### config.mk
export PLATFORM = sky130hd
export DESIGN_NAME = gpio_pad_ctrl_flat
export DESIGN_NICKNAME = d
export VERILOG_FILES = /design/src/rtl/gpio_pad_pkg.sv /design/src/rtl/gpio_pad_ctrl_if.sv /design/src/rtl/gpio_in_filter.sv /design/src/rtl/gpio_pad_ctrl.sv /design/src/flat_wrapper.sv
export SDC_FILE = /design/constraint.sdc
export NUM_CORES = 1
export LEC_CHECK = 0
export CAP_MARGIN = 20
export CORE_MARGIN = 2
export CORE_UTILIZATION = 54
export DETAILED_ROUTE_END_ITERATION = 6
export PLACE_DENSITY = 0.86
export SYNTH_ARGS = -nofsm -noshare
export SYNTH_HDL_FRONTEND = slang
export SYNTH_HIERARCHICAL = 1
export SYNTH_SLANG_ARGS = --single-unit
### constraint.sdc
create_clock -name clk_in -period 4.2 [get_ports clk_in]
set_input_delay 1.05 -clock clk_in [delete_from_list [all_inputs] [get_ports clk_in]]
set_output_delay 1.05 -clock clk_in [all_outputs]
set_load 0.03 [all_outputs]
### src/rtl/gpio_pad_pkg.sv
// gpio_pad_pkg: shared constants for the GPIO pad controller.
package gpio_pad_pkg;
   localparam int   CFG_DIR_BIT    = 0;
   localparam int   DEF_CONF_WIDTH = 3;
   localparam logic GPIO_DIR_IN    = 1'b1;
   localparam logic GPIO_DIR_OUT   = 1'b0;
endpackage

### src/rtl/gpio_pad_ctrl_if.sv
// gpio_pad_ctrl_if: register-side controls and IO-cell pins of the GPIO pad controller.
interface gpio_pad_ctrl_if
   import gpio_pad_pkg::*;
#(
   parameter int N_CH       = 8,
   parameter int CONF_WIDTH = DEF_CONF_WIDTH,
   parameter int FILT_W     = 4
);
   logic [N_CH-1:0]            dir_in;
   logic [N_CH-1:0]            od_en_in;
   logic [N_CH-1:0]            out_data_in;
   logic [FILT_W-1:0]          filt_len_in;
   logic [N_CH-1:0]            irq_rise_en_in;
   logic [N_CH-1:0]            irq_fall_en_in;
   logic [N_CH-1:0]            irq_clr_in;
   logic [N_CH-1:0]            cell_to_core_in;
   logic [N_CH-1:0]            cell_from_core_out;
   logic [N_CH*CONF_WIDTH-1:0] cell_cfg_out;
   logic [N_CH-1:0]            in_data_out;
   logic [N_CH-1:0]            irq_pending_out;
   logic                       irq_out;
   modport master (
      output dir_in, od_en_in, out_data_in, filt_len_in, irq_rise_en_in, irq_fall_en_in,
             irq_clr_in, cell_to_core_in,
      input  cell_from_core_out, cell_cfg_out, in_data_out, irq_pending_out, irq_out
   );
   modport slave (
      input  dir_in, od_en_in, out_data_in, filt_len_in, irq_rise_en_in, irq_fall_en_in,
             irq_clr_in, cell_to_core_in,
      output cell_from_core_out, cell_cfg_out, in_data_out, irq_pending_out, irq_out
   );
endinterface

### src/rtl/gpio_in_filter.sv
// gpio_in_filter: one channel's synchroniser, glitch filter, edge detect and sticky pending flag.
module gpio_in_filter
   import gpio_pad_pkg::*;
#(
   parameter int FILT_W = 4
) (
   input  logic              clk_in,
   input  logic              reset_int,
   input  logic              pad_i,
   input  logic              dir_i,
   input  logic              rise_en_i,
   input  logic              fall_en_i,
   input  logic              clr_i,
   input  logic [FILT_W-1:0] filt_len_i,
   output logic              filt_o,
   output logic              pend_o
);
   logic              meta_q, sync_q, filt_q, filt_d, pend_q, pend_d, upd, set;
   logic [FILT_W-1:0] cnt_q, cnt_d, thr;
   // cnt holds how many earlier edges already saw sync differ, so the current one completes max(L,1)
   always_comb begin
      thr    = (filt_len_i == '0) ? '0 : filt_len_i - 1'b1;
      upd    = (sync_q != filt_q) && (cnt_q >= thr);
      filt_d = upd ? sync_q : filt_q;
      cnt_d  = (sync_q == filt_q || upd) ? '0 : (&cnt_q) ? cnt_q : cnt_q + 1'b1;
      set    = upd && (dir_i == GPIO_DIR_IN) && (sync_q ? rise_en_i : fall_en_i);
      pend_d = set ? 1'b1 : clr_i ? 1'b0 : pend_q;
   end
   always_ff @(posedge clk_in) begin
      if (!reset_int) begin
         meta_q <= 1'b0;
         sync_q <= 1'b0;
         filt_q <= 1'b0;
         cnt_q  <= '0;
         pend_q <= 1'b0;
      end else begin
         meta_q <= pad_i;
         sync_q <= meta_q;
         filt_q <= filt_d;
         cnt_q  <= cnt_d;
         pend_q <= pend_d;
      end
   end
   assign filt_o = filt_q;
   assign pend_o = pend_q;
endmodule

### src/rtl/gpio_pad_ctrl.sv
// gpio_pad_ctrl: registered push-pull/open-drain drive mux plus per-channel filtered inputs and interrupts.
module gpio_pad_ctrl
   import gpio_pad_pkg::*;
#(
   parameter int N_CH       = 8,
   parameter int CONF_WIDTH = DEF_CONF_WIDTH,
   parameter int FILT_W     = 4
) (
   input logic            clk_in,
   input logic            reset_int,
   gpio_pad_ctrl_if.slave bus_io
);
   logic [N_CH-1:0] cfg_dir_q, cfg_dir_d, from_q, from_d, filt, pend;
   // open-drain emulation: the cell's direction bit becomes the data, releasing the pad for a 1
   always_comb begin
      cfg_dir_d = bus_io.dir_in | (bus_io.od_en_in & bus_io.out_data_in);
      from_d    = ~bus_io.dir_in & ~bus_io.od_en_in & bus_io.out_data_in;
   end
   always_ff @(posedge clk_in) begin
      if (!reset_int) begin
         cfg_dir_q <= {N_CH{GPIO_DIR_IN}};
         from_q    <= '0;
      end else begin
         cfg_dir_q <= cfg_dir_d;
         from_q    <= from_d;
      end
   end
   for (genvar k = 0; k < N_CH; k++) begin : g_ch
      gpio_in_filter #(.FILT_W(FILT_W)) u_filt (
         .clk_in     (clk_in),
         .reset_int  (reset_int),
         .pad_i      (bus_io.cell_to_core_in[k]),
         .dir_i      (bus_io.dir_in[k]),
         .rise_en_i  (bus_io.irq_rise_en_in[k]),
         .fall_en_i  (bus_io.irq_fall_en_in[k]),
         .clr_i      (bus_io.irq_clr_in[k]),
         .filt_len_i (bus_io.filt_len_in),
         .filt_o     (filt[k]),
         .pend_o     (pend[k])
      );
      assign bus_io.cell_cfg_out[k*CONF_WIDTH +: CONF_WIDTH] = CONF_WIDTH'(cfg_dir_q[k]) << CFG_DIR_BIT;
   end
   assign bus_io.cell_from_core_out = from_q;
   assign bus_io.in_data_out        = filt;
   assign bus_io.irq_pending_out    = pend;
   assign bus_io.irq_out            = |pend;
endmodule

### src/flat_wrapper.sv
// flat-port wrapper written by rule: the top's interface ports become plain ports
module gpio_pad_ctrl_flat import gpio_pad_pkg::*;
#(
   parameter int N_CH       = 8,
   parameter int CONF_WIDTH = DEF_CONF_WIDTH,
   parameter int FILT_W     = 4
)
  (clk_in, reset_int, bus_io_dir_in, bus_io_od_en_in, bus_io_out_data_in, bus_io_filt_len_in, bus_io_irq_rise_en_in, bus_io_irq_fall_en_in, bus_io_irq_clr_in, bus_io_cell_to_core_in, bus_io_cell_from_core_out, bus_io_cell_cfg_out, bus_io_in_data_out, bus_io_irq_pending_out, bus_io_irq_out);
  gpio_pad_ctrl_if #(.N_CH(N_CH), .CONF_WIDTH(CONF_WIDTH), .FILT_W(FILT_W)) bus_io_i ();
  input logic clk_in;
  input logic reset_int;
  input wire logic [$bits(bus_io_i.dir_in)-1:0] bus_io_dir_in;
  input wire logic [$bits(bus_io_i.od_en_in)-1:0] bus_io_od_en_in;
  input wire logic [$bits(bus_io_i.out_data_in)-1:0] bus_io_out_data_in;
  input wire logic [$bits(bus_io_i.filt_len_in)-1:0] bus_io_filt_len_in;
  input wire logic [$bits(bus_io_i.irq_rise_en_in)-1:0] bus_io_irq_rise_en_in;
  input wire logic [$bits(bus_io_i.irq_fall_en_in)-1:0] bus_io_irq_fall_en_in;
  input wire logic [$bits(bus_io_i.irq_clr_in)-1:0] bus_io_irq_clr_in;
  input wire logic [$bits(bus_io_i.cell_to_core_in)-1:0] bus_io_cell_to_core_in;
  output wire logic [$bits(bus_io_i.cell_from_core_out)-1:0] bus_io_cell_from_core_out;
  output wire logic [$bits(bus_io_i.cell_cfg_out)-1:0] bus_io_cell_cfg_out;
  output wire logic [$bits(bus_io_i.in_data_out)-1:0] bus_io_in_data_out;
  output wire logic [$bits(bus_io_i.irq_pending_out)-1:0] bus_io_irq_pending_out;
  output wire logic [$bits(bus_io_i.irq_out)-1:0] bus_io_irq_out;
  assign bus_io_i.dir_in = bus_io_dir_in;
  assign bus_io_i.od_en_in = bus_io_od_en_in;
  assign bus_io_i.out_data_in = bus_io_out_data_in;
  assign bus_io_i.filt_len_in = bus_io_filt_len_in;
  assign bus_io_i.irq_rise_en_in = bus_io_irq_rise_en_in;
  assign bus_io_i.irq_fall_en_in = bus_io_irq_fall_en_in;
  assign bus_io_i.irq_clr_in = bus_io_irq_clr_in;
  assign bus_io_i.cell_to_core_in = bus_io_cell_to_core_in;
  assign bus_io_cell_from_core_out = bus_io_i.cell_from_core_out;
  assign bus_io_cell_cfg_out = bus_io_i.cell_cfg_out;
  assign bus_io_in_data_out = bus_io_i.in_data_out;
  assign bus_io_irq_pending_out = bus_io_i.irq_pending_out;
  assign bus_io_irq_out = bus_io_i.irq_out;
  gpio_pad_ctrl #(.N_CH(N_CH), .CONF_WIDTH(CONF_WIDTH), .FILT_W(FILT_W)) u_core (.clk_in(clk_in), .reset_int(reset_int), .bus_io(bus_io_i));
endmodule
# Yosys cells after proc, flatten, opt, wreduce, memory -nomap -nowiden

Cells that the tools add are included.

Output and inout port bits: 49
Bits in registers: 80

Reductions and logical operators: 58
Multiplexer cells: 25
Bitwise gates (word level): 7
$add $sub $neg: 9
$lt $le $gt $ge: 8
Equal/unequal tests: 16

Operators by type and width:

| operator                                         | count |
|---|---|
| adder 4 x 1 -> 4 bit, second input constant      | 8 |
| greater-or-equal comparator 4 bit                | 8 |
| AND reduction 4 bit                              | 8 |
| AND 8 bit                                        | 3 |
| logical AND 1 bit                                | 24 |
| 2-to-1 mux 1 bit                                 | 24 |
| NOT 8 bit                                        | 2 |
| nonzero test 2 bit                               | 8 |
| OR reduction 2 bit                               | 8 |
| equality test 1 bit                              | 8 |
| logical OR 1 bit                                 | 8 |
| != test 1 bit                                    | 8 |
| OR 8 bit                                         | 1 |
| OR reduction 8 bit                               | 1 |
| zero test 4 bit                                  | 1 |
| 2-to-1 mux 4 bit                                 | 1 |
| subtractor 4 x 1 -> 4 bit, second input constant | 1 |
| NOT 1 bit                                        | 1 |

# Logic depth before layout (Yosys ltp)

Depth in word-level cells: 7
Depth in mapped cells: 7

# Hierarchy

The synthesis kept the hierarchy.

By module, submodules not included:

| module                                      | area each (sq um) | instances | cells an instance |
|---|---|---|---|
| gpio_in_filter at u_core.g_ch[0].u_filt ... | 478.0             | 6         | 51 |
| gpio_in_filter at u_core.g_ch[2].u_filt ... | 476.7             | 2         | 52 |
| gpio_pad_ctrl                               | 659.4             | 1         | 61 |

# Worst setup path after synthesis

Ideal clock, no wire load.

Kind: input port to flip-flop
From: input bus_io_filt_len_in[1]
To: register u_core.g_ch[2].u_filt.pend_q
Cell stages on the path: 7
Library setup time: 116 ps
Required time: 4084 ps
Path slack: 1827 ps
Arrival: 2257 ps
Cells stage by stage: or2_1 -> nor3b_1 -> a21oi_1 -> ha_1 -> o211ai_1 -> o21ai_1 -> a41o_1

Word-level cells in the longest chain between the ends: 7
Elaborated cells on any way between the ends: 9
Those cells by class: add/sub (1); order compare (1); mux (2); reduce/logical (5)

RTL lines:

| item                                                         | line                 | text |
|---|---|---|
| from (decl)                                                  | flat_wrapper.sv:15   | `input wire logic [$bits(bus_io_i.filt_len_in)-1:0] bus_io_filt_len_in;` |
| subtractor 4 x 1 -> 4 bit or zero test 4 bit (tied branches) | gpio_in_filter.sv:22 | `thr = (filt_len_i == '0) ? '0 : filt_len_i - 1'b1;` |
| 2-to-1 mux 4 bit *                                           | gpio_in_filter.sv:22 |  |
| greater-or-equal comparator 4 bit *                          | gpio_in_filter.sv:23 | `upd = (sync_q != filt_q) && (cnt_q >= thr);` |
| logical AND 1 bit *                                          | gpio_in_filter.sv:23 |  |
| logical AND 1 bit * (2 in series)                            | gpio_in_filter.sv:26 | `set = upd && (dir_i == GPIO_DIR_IN) && (sync_q ? rise_en_i : fall_en_i);` |
| 2-to-1 mux 1 bit or nonzero test 2 bit (tied branches)       | -                    |  |
| to (signal assigned)                                         | gpio_in_filter.sv:41 | `pend_q <= pend_d;` |
| to (decl)                                                    | gpio_in_filter.sv:18 | `logic meta_q, sync_q, filt_q, filt_d, pend_q, pend_d, upd, set;` |

Every way passes the cells marked *; elsewhere a longest branch is shown, timed or not.
A chain may end at the register's enable or synchronous reset.

# Final worst setup path

From: register u_core.g_ch[4].u_filt.pend_q
To: output bus_io_irq_out

Word-level cells in the longest chain between the ends: 1

RTL lines:

| item                   | line                 | text |
|---|---|---|
| from (decl)            | gpio_in_filter.sv:18 |  |
| from (signal assigned) | gpio_in_filter.sv:41 |  |
| OR reduction 8 bit     | gpio_pad_ctrl.sv:46  | `assign bus_io.irq_out = \|pend;` |
| to (decl)              | flat_wrapper.sv:24   | `output wire logic [$bits(bus_io_i.irq_out)-1:0] bus_io_irq_out;` |

No other way between the ends.

==> results.yml <==
critical_path:
  crit_start: "u_core/g_ch[4].u_filt/pend_o$_SDFFE_PN0P_"
  critPathKind: "flop to primary output"
  worstPathMaxFanout: 3
  reg2reg_depth: 5
  endpoint_kind: "primary output"
  start_kind: "flop"
  critPathCapture: "bus_io_irq_out"
  arrival_ns: 1.98
  reg2reg_from: "u_core/g_ch[4].u_filt/cnt_q[0]$_SDFFE_PP0N_"
  r2r_end: "u_core/g_ch[4].u_filt/pend_o$_SDFFE_PN0P_"
  r2r_setup_slack_ns: 2.65
  required_ns: 3.15
synthesis:
  ys_ff_latch: 80
  synth_cell_types: 34
  ys_warn_count: 6
  synth-main-ff-cell: "dfxtp_1"
  ys_async_sr_fraction_pct: 0
  synth_edf_count: 0
  syn-cell-area_um2: 4480
  yosysSeqAreaShare_pct: 35.7
  avgSynthCellArea_um2: 9.51
  synthCells: 471
timing:
  timing.hold.ws_ns: 0.435
  fin_crit_sh_pct: 72.0
  rsz0062_at_grt: "no"
  hold_viol: 0
  maxSlewHeadroom_pct: 61.2
  worst_pin_slew_ns: 0.576
  fmax_mhz: 331
  final-max-slew-violation-count: 0
  tns_ns: 0
  setup_viol: 0
  fin_skew_ns: 0.00846
  finalCriticalPeriod_ns: 3.03
routing:
  ant_nets: 0
  drcViolationCount: 0
  vias: 3884
  drt_first_iter_violations: 150
  first_pass_iters: 7
  vias_per_cell: 5.65
  wl_um: 10300
  wl_per_cell_um: 15.0
global_route:
  grt_pass1_wl_um: 17100
  grt_pass1_vias: 3908
  grt_max_degree: 65
  antenna_found_initial: 0
  grt-ovfl-total: 0
  grt_use_total_pct: 24.0
final_layout:
  n_antenna_cell: 0
  areaGrowthSynthToFinish_pct: 28.7
  stdcell_count: 687
  drive_gt1_share_pct: 10.5
  nNetsFinal: 681
worst_hold_path:
  hold_path_depth: 1
  hold_path.class: "flop to flop"
placement:
  place_inst: 672
  dpl.hpwl_um: 7640
  port_buffers: 94
  place.gp.congestion: 0.796
clocking:
  cts_buffers: 9
  post_cts_buffers: 0
  root_buffer: "clkbuf_8"
  cts_tree: "built"
  clk_pin_slew_ns: 0.08
  cts_hold_buf: 0
  clock_latency_ns: 0.35
  cts-htree-levels: 3
  cts.repair.resized: 0
  cts_num_sinks: 80
  clockBufferDepth: 2
run_status:
  status: "finished clean"
floorplanning:
  die_area_um2: 9040
  initial_core_util_pct: 55.1
  ios: 111
  chipWidth_um: 95.1
  design.core.area_um2: 8130
  dieHeight_um: 95.1
  fp-row-count: 33
power_and_ir_drop:
  power.density_nw_per_um2: 304
  totalPowerFinal_mw: 1.75
  power.leakage_nw: 2.28
  vdd_ir_drop_max_mv: 0.165
run:
  maxCapViolations: 0
-- final cells by class --
class                      count  area, µm²
clock buffer                  11        151
sequential                    80       1600
tap                          105        131
timing repair buffer          99        986
multi-input combinational    365       2710
fill                         615       2370
clock inverter                 3       90.1
inverter                      24       90.1
-- cell families after synthesis --
group	synth area share (%)
simple gates	24.3
compound gates	15.8
flops	35.7
buf+inv	4.94
fa+ha+maj	11.2
mux	4.91
xor+xnor	3.13
other cells	0.0837
-- per-layer routing --
metal | up-vias | wire, µm | track usage, %
met3 | 23 | 569 | 5.93
met5 | - | 0 | 0
li1 | 1913 | - | -
met2 | 124 | 5120 | 42.2
met4 | 0 | 268 | 11.8
met1 | 1824 | 4340 | 26.8
-- power breakdown --
part / internal (mW) / switching (mW)
Combinational: 0.126 / 0.145
Clock: 0.421 / 0.272
Sequential: 0.776 / 0.0120
-- state kept, by name, indices dropped and copies added, names as in the netlist --
register,count
u_core/g_ch.u_filt/cnt_q,32
u_core/bus_io.cell_from_core_out,8
u_core/cfg_dir_q,8
u_core/g_ch.u_filt/filt_o,8
u_core/g_ch.u_filt/meta_q,8
u_core/g_ch.u_filt/pend_o,8
u_core/g_ch.u_filt/sync_q,8
-- worst min-delay path by stage --
stage	start	endpoint	slack, ns
6_report	u_core/g_ch[3].u_filt/meta_q$_SDFF_PN0_	u_core/g_ch[3].u_filt/sync_q$_SDFF_PN0_	0.43
5_1_grt	u_core/g_ch[6].u_filt/meta_q$_SDFF_PN0_	u_core/g_ch[6].u_filt/sync_q$_SDFF_PN0_	0.46
4_1_cts	u_core/g_ch[4].u_filt/meta_q$_SDFF_PN0_	u_core/g_ch[4].u_filt/sync_q$_SDFF_PN0_	0.44
3_5_place_dp	u_core/g_ch[4].u_filt/meta_q$_SDFF_PN0_	u_core/g_ch[4].u_filt/sync_q$_SDFF_PN0_	0.42
3_3_place_gp	u_core/g_ch[6].u_filt/meta_q$_SDFF_PN0_	u_core/g_ch[6].u_filt/sync_q$_SDFF_PN0_	0.41
2_1_floorplan	u_core/g_ch[0].u_filt/meta_q$_SDFF_PN0_	u_core/g_ch[0].u_filt/sync_q$_SDFF_PN0_	0.41
-- synth_stat cells, drive strengths merged (16+ instances only) --
| cell type | number | area share [%] |
|---|---|---|
| nand3 | 16 | 1.8 |
| nand3b | 24 | 4.0 |
| buf | 17 | 2.9 |
| and2 | 16 | 2.2 |
| ha | 40 | 11 |
| nor2 | 18 | 1.5 |
| o21ai | 24 | 2.7 |
| nor3 | 40 | 4.5 |
| dfxtp | 80 | 36 |
| nor3b | 18 | 3.9 |
| mux2i | 22 | 4.9 |
| nand2 | 33 | 2.8 |
| o211ai | 16 | 3.6 |
| a21oi | 18 | 2.7 |
| inv | 24 | 2.0 |
-- worst max-delay path, stage by stage (launching register included) --
cell and delay, ns:
dfxtp_1 0.34, nor4_1 0.54, nand2_1 0.12, clkdlybuf4s50_1 0.63
-- per-stage QoR --
step | utilization [%] | area [µm²] | worst slack, ns
2_1_floorplan | - | 4540 | 1.83
3_3_place_gp | 67.7 | 5500 | 1.05
3_5_place_dp | 67.7 | 5500 | 0.991
4_1_cts | 70.6 | 5740 | 1.13
5_1_grt | 70.9 | 5760 | 1.09
6_report | 70.9 | 5760 | 1.17
-- cells in the final DEF (no fill, tap or decap), drive strengths merged, types with 7 or more instances in the layout --
| master | synthesis | final |
|---|---|---|
| a2111oi | 8 | 8 |
| inv | 24 | 24 |
| nor4bb | 7 | 7 |
| ha | 40 | 40 |
| nor3b | 18 | 18 |
| nor2 | 18 | 18 |
| xor2 | 8 | 8 |
| mux2i | 22 | 22 |
| clkbuf | 0 | 11 |
| and2 | 16 | 16 |
| nand3 | 16 | 16 |
| a21oi | 18 | 18 |
| o21ai | 24 | 24 |
| nand3b | 24 | 24 |
| xnor2 | 8 | 8 |
| a41o | 8 | 8 |
| o211ai | 16 | 16 |
| nand2 | 33 | 33 |
| clkdlybuf4s50 | 0 | 93 |
| conb | 1 | 16 |
| dfxtp | 80 | 80 |
| nor3 | 40 | 40 |
| o31ai | 8 | 8 |
Power figures use the tool's default switching activity.
